===== src/rtl/me_pkg.sv =====
// me_pkg: shared constants and types for the motion-estimation SAD search.
//   PIX_W    - bits per pixel
//   BLK_PIX  - pixels per 8x8 block
//   BLK_W    - packed block width (pixel i at bits [8i+7:8i])
//   ROW_W    - width of one 8-pixel row SAD (8 x 255 = 2040)
//   SAD_W    - width of a full block SAD (64 x 255 = 16320)
//   SAD_INIT - starting value of the running minimum
//   me_state_e - search controller states
package me_pkg;

  localparam int PIX_W   = 8;
  localparam int BLK_PIX = 64;
  localparam int BLK_W   = BLK_PIX * PIX_W;
  localparam int ROW_W   = 11;
  localparam int SAD_W   = 14;

  localparam logic [SAD_W-1:0] SAD_INIT = 14'd16383;

  typedef enum logic [1:0] {
    IDLE,
    SEARCH,
    DRAIN,
    DONE
  } me_state_e;

endpackage


===== src/rtl/sad_row8.sv =====
// sad_row8: one row slice of the SAD datapath.
//   clk       - clock
//   en_i      - pipeline enable; low holds both stages
//   cur_row_i - 8 current-block pixels, pixel j at bits [8j+7:8j]
//   ref_row_i - 8 candidate pixels, same packing
//   row_sum_o - registered sum of the 8 absolute differences (two cycles)
// Data registers carry no reset: their meaning is qualified by the valid
// pipeline held in the top level.
module sad_row8
  import me_pkg::*;
(
  input  logic                 clk,
  input  logic                 en_i,
  input  logic [8*PIX_W-1:0]   cur_row_i,
  input  logic [8*PIX_W-1:0]   ref_row_i,
  output logic [ROW_W-1:0]     row_sum_o
);

  function automatic logic [PIX_W-1:0] abs_diff(input logic [PIX_W-1:0] a,
                                                input logic [PIX_W-1:0] b);
    return (a >= b) ? (a - b) : (b - a);
  endfunction

  logic [PIX_W-1:0] ad_p1 [8];
  logic [ROW_W-1:0] row_acc;
  logic [ROW_W-1:0] sum_p2;

  // ---- stage 1: per-pixel absolute difference
  always_ff @(posedge clk) begin
    if (en_i) begin
      for (int j = 0; j < 8; j++) begin
        ad_p1[j] <= abs_diff(cur_row_i[j*PIX_W +: PIX_W], ref_row_i[j*PIX_W +: PIX_W]);
      end
    end
  end

  always_comb begin
    row_acc = '0;
    for (int j = 0; j < 8; j++) begin
      row_acc = row_acc + ROW_W'(ad_p1[j]);
    end
  end

  // ---- stage 2: row sum
  always_ff @(posedge clk) begin
    if (en_i) sum_p2 <= row_acc;
  end

  assign row_sum_o = sum_p2;

endmodule


===== src/rtl/sad_min_search.sv =====
// sad_min_search: full-search minimum-SAD matcher for one 8x8 current block.
//   clk, rst (async, active-low), en (global freeze when low)
//   cur_valid/cur_ready/cur_block  - current block handshake (ready only in IDLE)
//   ref_valid/ref_ready/ref_block  - candidate stream, ref_mv_x/ref_mv_y tag
//   best_sad, best_mv_x, best_mv_y - running minimum and its vector
//   busy  - SEARCH or DRAIN;  done - one-cycle result pulse (DONE state)
// Optional macro SAD_EARLY_EXIT_EN: stop accepting candidates once a zero
// SAD has been recorded as the best match.
module sad_min_search
  import me_pkg::*;
#(
  parameter int CAND_NUM = 289,
  parameter int MV_W     = 6
) (
  input  logic                    clk,
  input  logic                    rst,
  input  logic                    en,
  input  logic                    cur_valid,
  output logic                    cur_ready,
  input  logic [BLK_W-1:0]        cur_block,
  input  logic                    ref_valid,
  output logic                    ref_ready,
  input  logic [BLK_W-1:0]        ref_block,
  input  logic signed [MV_W-1:0]  ref_mv_x,
  input  logic signed [MV_W-1:0]  ref_mv_y,
  output logic [SAD_W-1:0]        best_sad,
  output logic signed [MV_W-1:0]  best_mv_x,
  output logic signed [MV_W-1:0]  best_mv_y,
  output logic                    busy,
  output logic                    done
);

  localparam int CNT_W = $clog2(CAND_NUM + 1);
  localparam logic [CNT_W-1:0] LAST_IDX = CNT_W'(CAND_NUM - 1);
  localparam logic [CNT_W-1:0] CAND_CNT = CNT_W'(CAND_NUM);

`ifdef SAD_EARLY_EXIT_EN
  localparam bit EARLY_EXIT = 1'b1;
`else
  localparam bit EARLY_EXIT = 1'b0;
`endif

  me_state_e              state_q, state_d;
  logic [CNT_W-1:0]       cnt_q, cnt_d;
  logic [SAD_W-1:0]       best_sad_q, best_sad_d;
  logic signed [MV_W-1:0] best_mv_x_q, best_mv_x_d;
  logic signed [MV_W-1:0] best_mv_y_q, best_mv_y_d;
  logic [BLK_W-1:0]       cur_q;

  logic                   vld_p1, vld_p2, vld_p3;
  logic signed [MV_W-1:0] mv_x_p1, mv_x_p2, mv_x_p3;
  logic signed [MV_W-1:0] mv_y_p1, mv_y_p2, mv_y_p3;
  logic [ROW_W-1:0]       row_sum_p2 [8];
  logic [SAD_W-1:0]       total_d, total_p3;
  logic                   better;

  // ---- stages 1 and 2: row abs-diff and row sums
  for (genvar r = 0; r < 8; r++) begin : g_row
    sad_row8 u_row (
      .clk       (clk),
      .en_i      (en),
      .cur_row_i (cur_q[r*8*PIX_W +: 8*PIX_W]),
      .ref_row_i (ref_block[r*8*PIX_W +: 8*PIX_W]),
      .row_sum_o (row_sum_p2[r])
    );
  end

  always_comb begin
    total_d = '0;
    for (int r = 0; r < 8; r++) begin
      total_d = total_d + SAD_W'(row_sum_p2[r]);
    end
  end

  // Strict compare: ties keep the earlier candidate.
  assign better = vld_p3 && (total_p3 < best_sad_q);

  always_comb begin
    state_d     = state_q;
    cnt_d       = cnt_q;
    best_sad_d  = best_sad_q;
    best_mv_x_d = best_mv_x_q;
    best_mv_y_d = best_mv_y_q;
    cur_ready   = (state_q == IDLE);
    ref_ready   = (state_q == SEARCH) && (cnt_q < CAND_CNT);
    busy        = (state_q == SEARCH) || (state_q == DRAIN);
    done        = (state_q == DONE);

    if (better) begin
      best_sad_d  = total_p3;
      best_mv_x_d = mv_x_p3;
      best_mv_y_d = mv_y_p3;
    end

    case (state_q)
      IDLE: begin
        if (cur_valid) begin
          state_d    = SEARCH;
          cnt_d      = '0;
          best_sad_d = SAD_INIT;
        end
      end
      SEARCH: begin
        if (ref_valid && ref_ready) begin
          cnt_d = cnt_q + 1'b1;
          if (cnt_q == LAST_IDX) state_d = DRAIN;
        end
        // A zero SAD cannot be beaten, so remaining candidates are pointless.
        if (EARLY_EXIT && better && (total_p3 == '0)) state_d = DRAIN;
      end
      DRAIN: begin
        if (!(vld_p1 || vld_p2 || vld_p3)) state_d = DONE;
      end
      DONE: begin
        state_d = IDLE;
      end
      default: state_d = IDLE;
    endcase
  end

  always_ff @(posedge clk or negedge rst) begin
    if (!rst) begin
      state_q     <= IDLE;
      cnt_q       <= '0;
      best_sad_q  <= SAD_INIT;
      best_mv_x_q <= '0;
      best_mv_y_q <= '0;
      vld_p1      <= 1'b0;
      vld_p2      <= 1'b0;
      vld_p3      <= 1'b0;
    end else if (en) begin
      state_q     <= state_d;
      cnt_q       <= cnt_d;
      best_sad_q  <= best_sad_d;
      best_mv_x_q <= best_mv_x_d;
      best_mv_y_q <= best_mv_y_d;
      vld_p1      <= ref_valid && ref_ready;
      vld_p2      <= vld_p1;
      vld_p3      <= vld_p2;
    end
  end

  always_ff @(posedge clk) begin
    if (en) begin
      if ((state_q == IDLE) && cur_valid) cur_q <= cur_block;
      mv_x_p1  <= ref_mv_x;
      mv_y_p1  <= ref_mv_y;
      mv_x_p2  <= mv_x_p1;
      mv_y_p2  <= mv_y_p1;
      // ---- stage 3: block total
      mv_x_p3  <= mv_x_p2;
      mv_y_p3  <= mv_y_p2;
      total_p3 <= total_d;
    end
  end

  assign best_sad  = best_sad_q;
  assign best_mv_x = best_mv_x_q;
  assign best_mv_y = best_mv_y_q;

endmodule


===== config.mk =====
export PLATFORM = sky130hd
export DESIGN_NAME = sad_min_search
export DESIGN_NICKNAME = d
export VERILOG_FILES = /design/src/rtl/me_pkg.sv /design/src/rtl/sad_row8.sv /design/src/rtl/sad_min_search.sv
export SDC_FILE = /design/constraint.sdc
export NUM_CORES = 2
export LEC_CHECK = 0
export CAP_MARGIN = 20
export CORE_ASPECT_RATIO = 2
export CORE_MARGIN = 2
export CORE_UTILIZATION = 41
export DETAILED_ROUTE_END_ITERATION = 12
export GPL_TIMING_DRIVEN = 0
export PLACE_DENSITY = 0.67
export SYNTH_ARGS = -nofsm -noshare
export SYNTH_HDL_FRONTEND = slang
export SYNTH_SLANG_ARGS = --single-unit

===== constraint.sdc =====
create_clock -name clk -period 15.75 [get_ports clk]
set_clock_uncertainty 0.15 [all_clocks]
set_input_delay 1.575 -clock clk [delete_from_list [all_inputs] [get_ports clk]]
set_output_delay 1.575 -clock clk [all_outputs]
set_load 0.01 [all_outputs]

==> summary.md <==
| Metric | Value |
|---|---|
| Die area | around 230000 sq um |
| Vias in the first global route | between 60k and 70k |
| Max Clk Rate | approximately 170 MHz |
| IO Port Bufs | between 1k and 1.5k |
| CTS tree | yes |
| Initial antenna violation count | around 180 |
| Outcome | completed |
| Yosys warning count | 0 |
| Synth Flop Type | edfxtp_1 |
| Critical Path Start Type | flop |
| Final net count | 12.6k |
| Sink Count | between 1k and 1.5k |
| Clock tree buffer depth | 4 |
| Hold Path Class | reg -> reg |
| CP Class | reg -> reg |
| Worst Path Arrival | 6.38 ns |
| HPWL after detailed placement | 232 mm |
| Die height | just under 700 microns |
| Worst skew pair latency | just over 0.8 ns |
| CP max FO | 3 |
| Gpl congestion | 0.935 |
| Worst-path clk slew | ~0.060 ns |
| Leak | between 0.05 and 0.06 uW |
| VDD IR max | ~0.00063 V |
| Critical path required time | 16.10 ns |
| Vias | between 60k and 70k |
| DRT iter0 DRCs | between 3k and 4k |
| Drt first pass iters | 6 |
| Post-CTS Resized | 0 |
| # Max-Cap Violations | 0 |
| # setup viols final | 0 |
| Minimum clock period | about 6.0 ns |
| Root buf cell | clkbuf_16 |
| DR WL/cell | about 21 microns |
| Via density | around 5.0 |
| Pin count of the biggest net entering global routing | ~120 |
| Cell Pwr Density | about 250 nW/um^2 |
| Most common cell after layout, fill and taps aside | inv_1 |
| Crit share post-route | 0.383 |
| # DRC | 0 |
| Layout area overhead | 20.7% |
| H-Tree Depth | 4 |
| Fillers | about 21k |
| Mean Syn Cell Area | 10.9 sq um |
| Dominant cells by area after synthesis | edfxtp_1 37%, ha_1 16%, fa_1 11% |
| Gr usage total | 0.237 |
| Distinct cells, synth | 67 |
| Mapped Cells | between 8k and 9k |
| Cell row count | 249 |
| Cts hold-fix bufs | 0 |
| Seq/Total Area, Yosys | 0.380 |
| Top Ports | approximately 1.1k |
| EDFF count, synth | ~1.2k |
| CP Capture Type | flop |
| Setup TNS Final | 0 ns |
| Initial Utilization | 0.412 |
| Remaining antenna violation count after routing | 0 |
| Largest area contributor in the netlist | edfxtp_1 |
| Total gr overflow | 0 |
| Die Width | approximately 340 microns |
| Max-slew headroom | 0.390 |
| RSZ-0062 raised after global routing | no |
| Global-route wire length before repair | just over 400 mm |
| Num CTS Buffers | about 140 |
| Core Util, Final | 0.497 |
| Hold Vio Cnt, Final | 0 |
| Worst slew pin tran | about 0.9 ns |
| Synth Cell Area | 94400 sq um |
| Syn nets | ~11k |
| Share of cells above drive strength 1 | 0.0539 |
| Final wirelength | roughly 280 mm |
| Commonest cells after routing, fill and taps aside | 1738 x inv_1, 1177 x ha_1, 1162 x edfxtp_1 |
| Post-CTS Setup Bufs | 0 |
| Yosys top cell area share | 0.370 |
| Fin. max-slew vios | 0 |
| Synthesis-stage register bit count | between 1k and 1.5k |
| Core ar. | roughly 230000 sq um |
| Asr flop ratio synth | 0.0333 |
## logic make-up (layout without fill, tap and decap cells)
group,after synthesis,count (layout),synth area share
buf+inv,1856,3184,0.0753
compound gates,1688,1688,0.114
fa+ha+maj,1682,1682,0.263
simple gates,1368,1368,0.0787
flops,1202,1202,0.380
xor+xnor,490,490,0.0455
mux,385,385,0.0427
other cells,0,85,0
## power by group
part           total, uW  leakage [uW]  switching (uW)  internal [uW]
clock               3380       0.00218            1440           1940
combinational      19200        0.0384           10900           8330
sequential          5800        0.0115             380           5420
## Yosys cell counts, types with 19 or more instances
| cell type | number |
|---|---|
| inv_1 | 1739 |
| ha_1 | 1177 |
| edfxtp_1 | 1162 |
| fa_1 | 505 |
| a21oi_1 | 479 |
| o21ai_0 | 450 |
| a21o_1 | 371 |
| nor2b_1 | 352 |
| xnor2_1 | 270 |
| mux2i_1 | 245 |
| nand2_1 | 220 |
| xor2_1 | 220 |
| nand2b_1 | 204 |
| nor2_1 | 204 |
| mux2_2 | 140 |
| a211oi_1 | 103 |
| nor3_1 | 89 |
| nand3_1 | 82 |
| and3_1 | 56 |
| a31oi_1 | 49 |
| nand3b_1 | 48 |
| clkbuf_1 | 47 |
| nand4_1 | 47 |
| a311oi_2 | 41 |
| buf_2 | 38 |
| dfrtp_1 | 26 |
| o211ai_1 | 25 |
| buf_4 | 23 |
| nor4_1 | 19 |
| o21bai_1 | 19 |
## worst max-delay path, stage by stage, from the launching register on
cell and delay (ns):
edfxtp_1 0.35, ha_1 0.18, inv_1 0.06, fa_1 0.40, xnor2_1 0.53, fa_1 0.56, inv_1 0.09, fa_1 0.43
fa_1 0.47, fa_1 0.49, inv_1 0.06, ha_1 0.28, a21o_1 0.16, a21oi_1 0.21, nor2b_1 0.08, o21a_1 0.20
o41ai_2 0.34, or4b_1 0.46, o311ai_0 0.22
## registers in the layout (all words and copies together) (netlist names), 9 cells and up
register,flops
g_row.u_row.row_sum_o,88
best_sad,14
g_row.u_row.ad_p1,512
cnt_q,9
cur_q,512
total_p3,14
## per-stage QoR
step	total power, uW	worst slack (ns)	area (sq um)	instances	hold WS (ns)
5_1_grt	31400	9.43	114000	13044	0.275
3_3_place_gp	25300	-32.01	109000	12753	0.252
2_1_floorplan	19600	2.95	94400	8671	0.250
3_5_place_dp	25400	9.68	109000	12768	0.256
4_1_cts	29000	9.63	114000	13011	0.270
6_report	28400	9.72	114000	13096	0.269
## layout make-up
type	instances	area, sq um	area share
multi-input cells	5613	51400	0.451
plain buffers	117	584	0.00513
diodes	85	213	0.00187
clock inverters	74	781	0.00685
clock buffers	169	3730	0.0327
well taps	3012	3770	0.0331
flip-flops and latches	1202	35900	0.315
repair buffers	1085	11000	0.0970
inverters	1739	6540	0.0574
## layer usage
layer	share of wire	wire length (microns)	GRT usage
met2	0.47	132000	0.394
met3	0.091	25500	0.0713
met5	0.0036	1010	0
met1	0.40	112000	0.288
met4	0.037	10500	0.0860
## path summary, 6_finish.rpt
check,slack (ns),startpoint,endpoint,depth (start not counted)
worst max-delay path,9.72,g_row[7].u_row.ad_p1[0][0],g_row[7].u_row.row_sum_o[10],18
worst min-delay path,0.27,mv_x_p1[0],mv_x_p2[0],0
worst max register to register,9.72,g_row[7].u_row.ad_p1[0][0],g_row[7].u_row.row_sum_o[10],18
worst min register to register,0.27,mv_x_p1[0],mv_x_p2[0],0
max in group asynchronous,14.56,rst,best_sad[0],2
min in group asynchronous,0.42,rst,best_mv_x[3],1
Power figures use the tool's default switching activity.
